===== config.mk =====
export PLATFORM = sky130hd
export DESIGN_NAME = wb_stage
export DESIGN_NICKNAME = d
export VERILOG_FILES = /design/src/rtl/wb_stage.sv
export SDC_FILE = /design/constraint.sdc
export NUM_CORES = 1
export LEC_CHECK = 0
export BUFFER_PORTS_ARGS = -buffer_cell sky130_fd_sc_hd__buf_2
export CAP_MARGIN = 20
export CORE_MARGIN = 1
export CORE_UTILIZATION = 32
export CTS_CLUSTER_DIAMETER = 80
export CTS_CLUSTER_SIZE = 14
export DETAILED_ROUTE_END_ITERATION = 6
export HOLD_SLACK_MARGIN = 0.06
export MAX_ROUTING_LAYER = met4
export SLEW_MARGIN = 5
export SYNTH_ARGS = -nofsm -noshare
export SYNTH_HDL_FRONTEND = slang
export SYNTH_SLANG_ARGS = --single-unit

===== constraint.sdc =====
create_clock -name clk -period 6.4 [get_ports clk]
set_input_delay 0.64 -clock clk [delete_from_list [all_inputs] [get_ports clk]]
set_output_delay 0.64 -clock clk [all_outputs]
set_load 0.01 [all_outputs]

===== src/rtl/wb_stage.sv =====
`default_nettype none
// +----------------------------------------------------------------------------+
// | Module      : wb_stage                                                     |
// | Description : RV32I writeback stage. Latches MEM results, formats loads,   |
// |               drives the regfile write port, counts retired instructions   |
// |               and bypasses the regfile's synchronous read so decode always |
// |               sees coherent operands.                                      |
// | Revision    : 1.0 - initial release                                        |
// +----------------------------------------------------------------------------+
module wb_stage #(
  parameter int XLEN  = 32,
  parameter int CNT_W = 32
) (
  input  logic             clk,
  input  logic             reset,
  input  logic             in_v_i,
  output logic             in_ready_o,
  input  logic [4:0]       in_rd_i,
  input  logic             in_we_i,
  input  logic             in_load_i,
  input  logic [2:0]       in_funct3_i,
  input  logic [1:0]       in_alo_i,
  input  logic [XLEN-1:0]  in_alu_i,
  input  logic [XLEN-1:0]  in_mdata_i,
  input  logic             hold_i,
  input  logic             flush_i,
  output logic             rf_wv_o,
  output logic [4:0]       rf_ws_o,
  output logic [XLEN-1:0]  rf_wd_o,
  input  logic             rf_rv_i,
  input  logic [4:0]       rf_rs1_i,
  input  logic [4:0]       rf_rs2_i,
  input  logic [XLEN-1:0]  rf_rd1_i,
  input  logic [XLEN-1:0]  rf_rd2_i,
  output logic [XLEN-1:0]  rd1_o,
  output logic [XLEN-1:0]  rd2_o,
  output logic [CNT_W-1:0] instret_o
);

  logic             s_valid_q, s_valid_d;
  logic [4:0]       s_rd_q, s_rd_d;
  logic             s_we_q, s_we_d;
  logic             s_load_q, s_load_d;
  logic [2:0]       s_funct3_q, s_funct3_d;
  logic [1:0]       s_alo_q, s_alo_d;
  logic [XLEN-1:0]  s_alu_q, s_alu_d;
  logic [XLEN-1:0]  s_mdata_q, s_mdata_d;
  logic [CNT_W-1:0] instret_q, instret_d;
  logic [4:0]       rs1_q, rs1_d, rs2_q, rs2_d;
  logic             byp1_v_q, byp1_v_d, byp2_v_q, byp2_v_d;
  logic [XLEN-1:0]  byp1_d_q, byp1_d_d, byp2_d_q, byp2_d_d;

  logic             capture;
  logic             retire;
  logic [7:0]       ld_byte;
  logic [15:0]      ld_half;

  assign in_ready_o = ~hold_i;
  assign capture    = in_v_i & ~hold_i & ~flush_i;
  assign retire     = s_valid_q & ~hold_i & ~flush_i;

  // Stage register, retire counter and read-port tracking next-state.
  always_comb begin
    s_valid_d  = s_valid_q;
    s_rd_d     = s_rd_q;
    s_we_d     = s_we_q;
    s_load_d   = s_load_q;
    s_funct3_d = s_funct3_q;
    s_alo_d    = s_alo_q;
    s_alu_d    = s_alu_q;
    s_mdata_d  = s_mdata_q;
    if (flush_i) begin
      s_valid_d = 1'b0;
    end else if (capture) begin
      s_valid_d  = 1'b1;
      s_rd_d     = in_rd_i;
      s_we_d     = in_we_i;
      s_load_d   = in_load_i;
      s_funct3_d = in_funct3_i;
      s_alo_d    = in_alo_i;
      s_alu_d    = in_alu_i;
      s_mdata_d  = in_mdata_i;
    end else if (!hold_i) begin
      s_valid_d = 1'b0;
    end

    instret_d = instret_q + {{(CNT_W-1){1'b0}}, retire};

    // A new read samples the write in flight; while the regfile holds its
    // output, any later write to the held register replaces the bypass value.
    rs1_d    = rs1_q;
    rs2_d    = rs2_q;
    byp1_v_d = byp1_v_q;
    byp2_v_d = byp2_v_q;
    byp1_d_d = byp1_d_q;
    byp2_d_d = byp2_d_q;
    if (rf_rv_i) begin
      rs1_d    = rf_rs1_i;
      rs2_d    = rf_rs2_i;
      byp1_v_d = rf_wv_o & (rf_ws_o == rf_rs1_i);
      byp2_v_d = rf_wv_o & (rf_ws_o == rf_rs2_i);
      byp1_d_d = rf_wd_o;
      byp2_d_d = rf_wd_o;
    end else begin
      if (rf_wv_o && (rf_ws_o == rs1_q)) begin
        byp1_v_d = 1'b1;
        byp1_d_d = rf_wd_o;
      end
      if (rf_wv_o && (rf_ws_o == rs2_q)) begin
        byp2_v_d = 1'b1;
        byp2_d_d = rf_wd_o;
      end
    end
  end

  // State registers with asynchronous active-low reset.
  always_ff @(posedge clk or negedge reset) begin
    if (!reset) begin
      s_valid_q  <= 1'b0;
      s_rd_q     <= '0;
      s_we_q     <= 1'b0;
      s_load_q   <= 1'b0;
      s_funct3_q <= '0;
      s_alo_q    <= '0;
      s_alu_q    <= '0;
      s_mdata_q  <= '0;
      instret_q  <= '0;
      rs1_q      <= '0;
      rs2_q      <= '0;
      byp1_v_q   <= 1'b0;
      byp2_v_q   <= 1'b0;
      byp1_d_q   <= '0;
      byp2_d_q   <= '0;
    end else begin
      s_valid_q  <= s_valid_d;
      s_rd_q     <= s_rd_d;
      s_we_q     <= s_we_d;
      s_load_q   <= s_load_d;
      s_funct3_q <= s_funct3_d;
      s_alo_q    <= s_alo_d;
      s_alu_q    <= s_alu_d;
      s_mdata_q  <= s_mdata_d;
      instret_q  <= instret_d;
      rs1_q      <= rs1_d;
      rs2_q      <= rs2_d;
      byp1_v_q   <= byp1_v_d;
      byp2_v_q   <= byp2_v_d;
      byp1_d_q   <= byp1_d_d;
      byp2_d_q   <= byp2_d_d;
    end
  end

  // Load formatting: pick the addressed byte/half and extend per funct3.
  always_comb begin
    ld_byte = s_mdata_q[7:0];
    case (s_alo_q)
      2'd0: ld_byte = s_mdata_q[7:0];
      2'd1: ld_byte = s_mdata_q[15:8];
      2'd2: ld_byte = s_mdata_q[23:16];
      default: ld_byte = s_mdata_q[31:24];
    endcase
    ld_half = s_alo_q[1] ? s_mdata_q[31:16] : s_mdata_q[15:0];
    rf_wd_o = s_alu_q;
    if (s_load_q) begin
      case (s_funct3_q)
        3'b000:  rf_wd_o = {{(XLEN-8){ld_byte[7]}}, ld_byte};
        3'b001:  rf_wd_o = {{(XLEN-16){ld_half[15]}}, ld_half};
        3'b100:  rf_wd_o = {{(XLEN-8){1'b0}}, ld_byte};
        3'b101:  rf_wd_o = {{(XLEN-16){1'b0}}, ld_half};
        default: rf_wd_o = s_mdata_q;
      endcase
    end
  end

  assign rf_wv_o   = s_valid_q & s_we_q & (s_rd_q != 5'd0) & ~hold_i & ~flush_i;
  assign rf_ws_o   = s_rd_q;
  assign instret_o = instret_q;

  // Coherent operands: x0 reads zero, otherwise bypass beats the raw regfile.
  assign rd1_o = (rs1_q == 5'd0) ? '0 : (byp1_v_q ? byp1_d_q : rf_rd1_i);
  assign rd2_o = (rs2_q == 5'd0) ? '0 : (byp2_v_q ? byp2_d_q : rf_rd2_i);

endmodule
`default_nettype wire


==> impl_metrics.env <==
export IMPL_status="completed"
export IMPL_routed_via_density=4.905
export IMPL_cp_endpoint="rf_wd_o[10]"
export IMPL_synth_cell_types=43
export IMPL_finalPower_mw=3.791
export IMPL_die_h_um=175.9
export IMPL_drive_gt1_share_pct=36.73
export IMPL_worst_slew_pin_slew_ns=0.9717
export IMPL_gp_congestion=0.8035
export IMPL_root_buffer="clkbuf_16"
export IMPL_slew_viol_final=0
export IMPL_rsz0062_at_grt="false"
export IMPL_crit_path_start="s_alo_q[1]"
export IMPL_end_kind="output port"
export IMPL_reg2regPathDepth=5
export IMPL_ios=291
export IMPL_fillers=2918
export IMPL_peakVddDrop_v=0.0001546
export IMPL_post_cts_buffers=0
export IMPL_tritoncts="built"
export IMPL_core_region_area_um2=29720
export IMPL_port_buffer_count=290
export IMPL_die_w_um=175.9
export IMPL_ys_ff_latch=185
export IMPL_wl_mm=29.70
export IMPL_cts_sinks=185
export IMPL_initial_core_util_pct=32.56
export IMPL_ys_flop_type="dfrtp_1"
export IMPL_area_delta_synth_final_pct=24.16
export IMPL_clkTransAtPathRegs_ns=0.07
export IMPL_dieArea_um2=30940
export IMPL_grt_pass1_vias=7710
export IMPL_multiInputGateArea_um2=4443
export IMPL_clockBufferDepth=2
export IMPL_power_density_nw_per_um2=315.6
export IMPL_r2r_setup_slack_ns=3.50
export IMPL_drc=0
export IMPL_synth_edf_count=0
export IMPL_grt_max_degree=113
export IMPL_finalNetCount=1322
export IMPL_stdcell_count=1575
export IMPL_yosysSeqAreaShare_pct=47.85
export IMPL_path_class="flip-flop to output port"
export IMPL_rows=63
export IMPL_skew_ns=0.009602
export IMPL_critPathMaxFanout=21
export IMPL_route_antenna_remaining_nets=0
export IMPL_ctsHoldBuffers=0
export IMPL_r2r_end="byp2_d_q[7]"
export IMPL_dp_hpwl_mm=22.33
export IMPL_cts_buffers=17
export IMPL_fmax_ghz=0.2728
export IMPL_clk_latency_ns=0.44
export IMPL_ys_warn_count=0
export IMPL_slew_headroom_pct=34.72
export IMPL_start_kind="flip-flop"
export IMPL_r2r_start="rf_ws_o[0]"
export IMPL_vias=7725
export IMPL_grt_pass1_wl_mm=45.35
export IMPL_grt_total_usage_pct=20.03
export IMPL_setup_viol=0
export IMPL_overflow=0
export IMPL_hp_class="input pin to asynchronous set/reset pin"
export IMPL_synth_cells=905
export IMPL_final_hold_violation_count=0
export IMPL_period_minus_slack_ns=3.666
export IMPL_cts_resized_gates=0
export IMPL_final_setup_tns_ns=0
export IMPL_dp_cells=1533
export IMPL_arrival_ns=3.03
export IMPL_syn_avg_cell_area_um2=10.69
export IMPL_antenna_found_initial=9
export IMPL_cap_violations=0
export IMPL_async_flop_share_pct=100.0
export IMPL_leakage_nw=5.943
export IMPL_synth_area_um2=9676
export IMPL_drtIter0Drc=427
export IMPL_synth_nets=1063
export IMPL_wire_per_inst_um=18.85
export IMPL_first_pass_iters=5
export IMPL_fin_crit_sh_pct=57.28
export IMPL_seq_area_um2=4633
export IMPL_crit_required_ns=5.76
export IMPL_cts_max_level=4
[cell usage after synthesis (7+ instances only)]
cell type / instances / share of area, %
a221o_1: 16 / 1.7
nand2_1: 50 / 1.9
nor2b_1: 8 / 0.52
inv_1: 76 / 2.9
nor2_1: 93 / 3.6
a311oi_1: 14 / 1.3
mux2_2: 88 / 10
xor2_1: 20 / 1.8
a21oi_1: 23 / 1.2
nand4_1: 15 / 0.97
buf_6: 10 / 1.2
dfrtp_1: 185 / 48
nand3_1: 17 / 0.88
a31oi_1: 16 / 1.0
o221ai_1: 13 / 1.2
xnor2_1: 30 / 2.7
mux2i_1: 121 / 13
buf_2: 7 / 0.36
clkbuf_1: 43 / 1.7
o21ai_0: 11 / 0.57
[worst min path at each step]
| stage | end | slack, ns | cells past startpoint |
|---|---|---|---|
| finish | instret_o[11] | 0.29 | 1 |
| detailed placement | instret_o[31] | 0.48 | 1 |
| global route | instret_o[10] | 0.37 | 1 |
| CTS | instret_o[19] | 0.35 | 1 |
| global placement | instret_o[31] | 0.46 | 1 |
| floorplan | byp1_d_q[0] | 0.34 | 0 |
[final cells by class]
type	instances	share of cell area, %
Multi-Input combinational cell	580	36.99
Antenna cell	9	0.1875
Clock inverter	12	0.8853
Timing Repair Buffer	303	13.13
Clock buffer	19	3.770
Sequential cell	185	38.57
Inverter	77	2.406
Tap cell	390	4.062
[worst max-delay path, cell delays in order (launching register included)]
cell	delay (ns)
dfrtp_1	0.84
mux4_2	0.63
and4_1	0.26
a21oi_1	0.60
inv_1	0.09
buf_2	0.16
[metrics by stage]
step	util [%]	area (um^2)	hold slack, ns	setup slack (ns)
global placement	38.35	11400	0.4644	3.129
finish	40.42	12010	0.2948	2.734
detailed placement	38.35	11400	0.4754	3.084
floorplan	-	9676	0.3444	3.953
CTS	40.23	11960	0.3491	2.668
global route	40.42	12010	0.3693	2.479
[metal layers]
| layer | GRT usage (%) | share of wire (%) | up-vias |
|---|---|---|---|
| met4 | 8.442 | 2.8 | 0 |
| met1 | 26.34 | 46 | 3748 |
| li1 | - | - | 3685 |
| met3 | 3.658 | 4.9 | 39 |
| met2 | 30.19 | 46 | 253 |
| met5 | - | 0 | - |
[logic make-up (layout without fill, tap and decap cells)]
group	count (synthesis)	count (layout)	synth area share [%]
muxes	210	210	22.99
AOI/OAI and AO/OA	102	102	7.759
buffers and inverters	140	411	6.336
and+or+nand+nor	216	216	10.28
adders and majority gates	2	2	0.2586
DFF	185	185	47.85
other	0	9	0
xor gates and xnor gates	50	50	4.526
[flip-flops by register name, indices dropped and copies added (netlist names)]
signal,cells
s_valid_q,1
byp2_d_q,32
byp2_v_q,1
instret_o,32
s_funct3_q,3
s_load_q,1
byp1_d_q,32
rf_ws_o,5
byp1_v_q,1
rs2_q,5
rs1_q,5
s_alo_q,2
s_alu_q,32
s_we_q,1
s_mdata_q,32
[power breakdown]
| part | internal, mW | switching (mW) | total [mW] |
|---|---|---|---|
| Clock | 0.529 | 0.493 | 1.02 |
| Combinational | 0.489 | 0.634 | 1.12 |
| Sequential | 1.42 | 0.230 | 1.65 |
| Total | 2.43 | 1.36 | 3.79 |
[placed cells by master, fill, tap and decap left out, types with 13 or more instances in the layout]
cell type | synthesis | routed
mux2i_1 | 121 | 121
xnor2_1 | 30 | 30
mux2_2 | 88 | 88
nand3_1 | 17 | 17
dfrtp_1 | 185 | 182
a21oi_1 | 23 | 23
nand4_1 | 15 | 15
a31oi_1 | 16 | 16
nand2_1 | 50 | 50
o221ai_1 | 13 | 13
inv_1 | 76 | 76
a311oi_1 | 14 | 14
xor2_1 | 20 | 20
nor2_1 | 93 | 91
clkbuf_16 | 0 | 17
a221o_1 | 16 | 16
buf_2 | 7 | 289
Power figures use the tool's default switching activity.
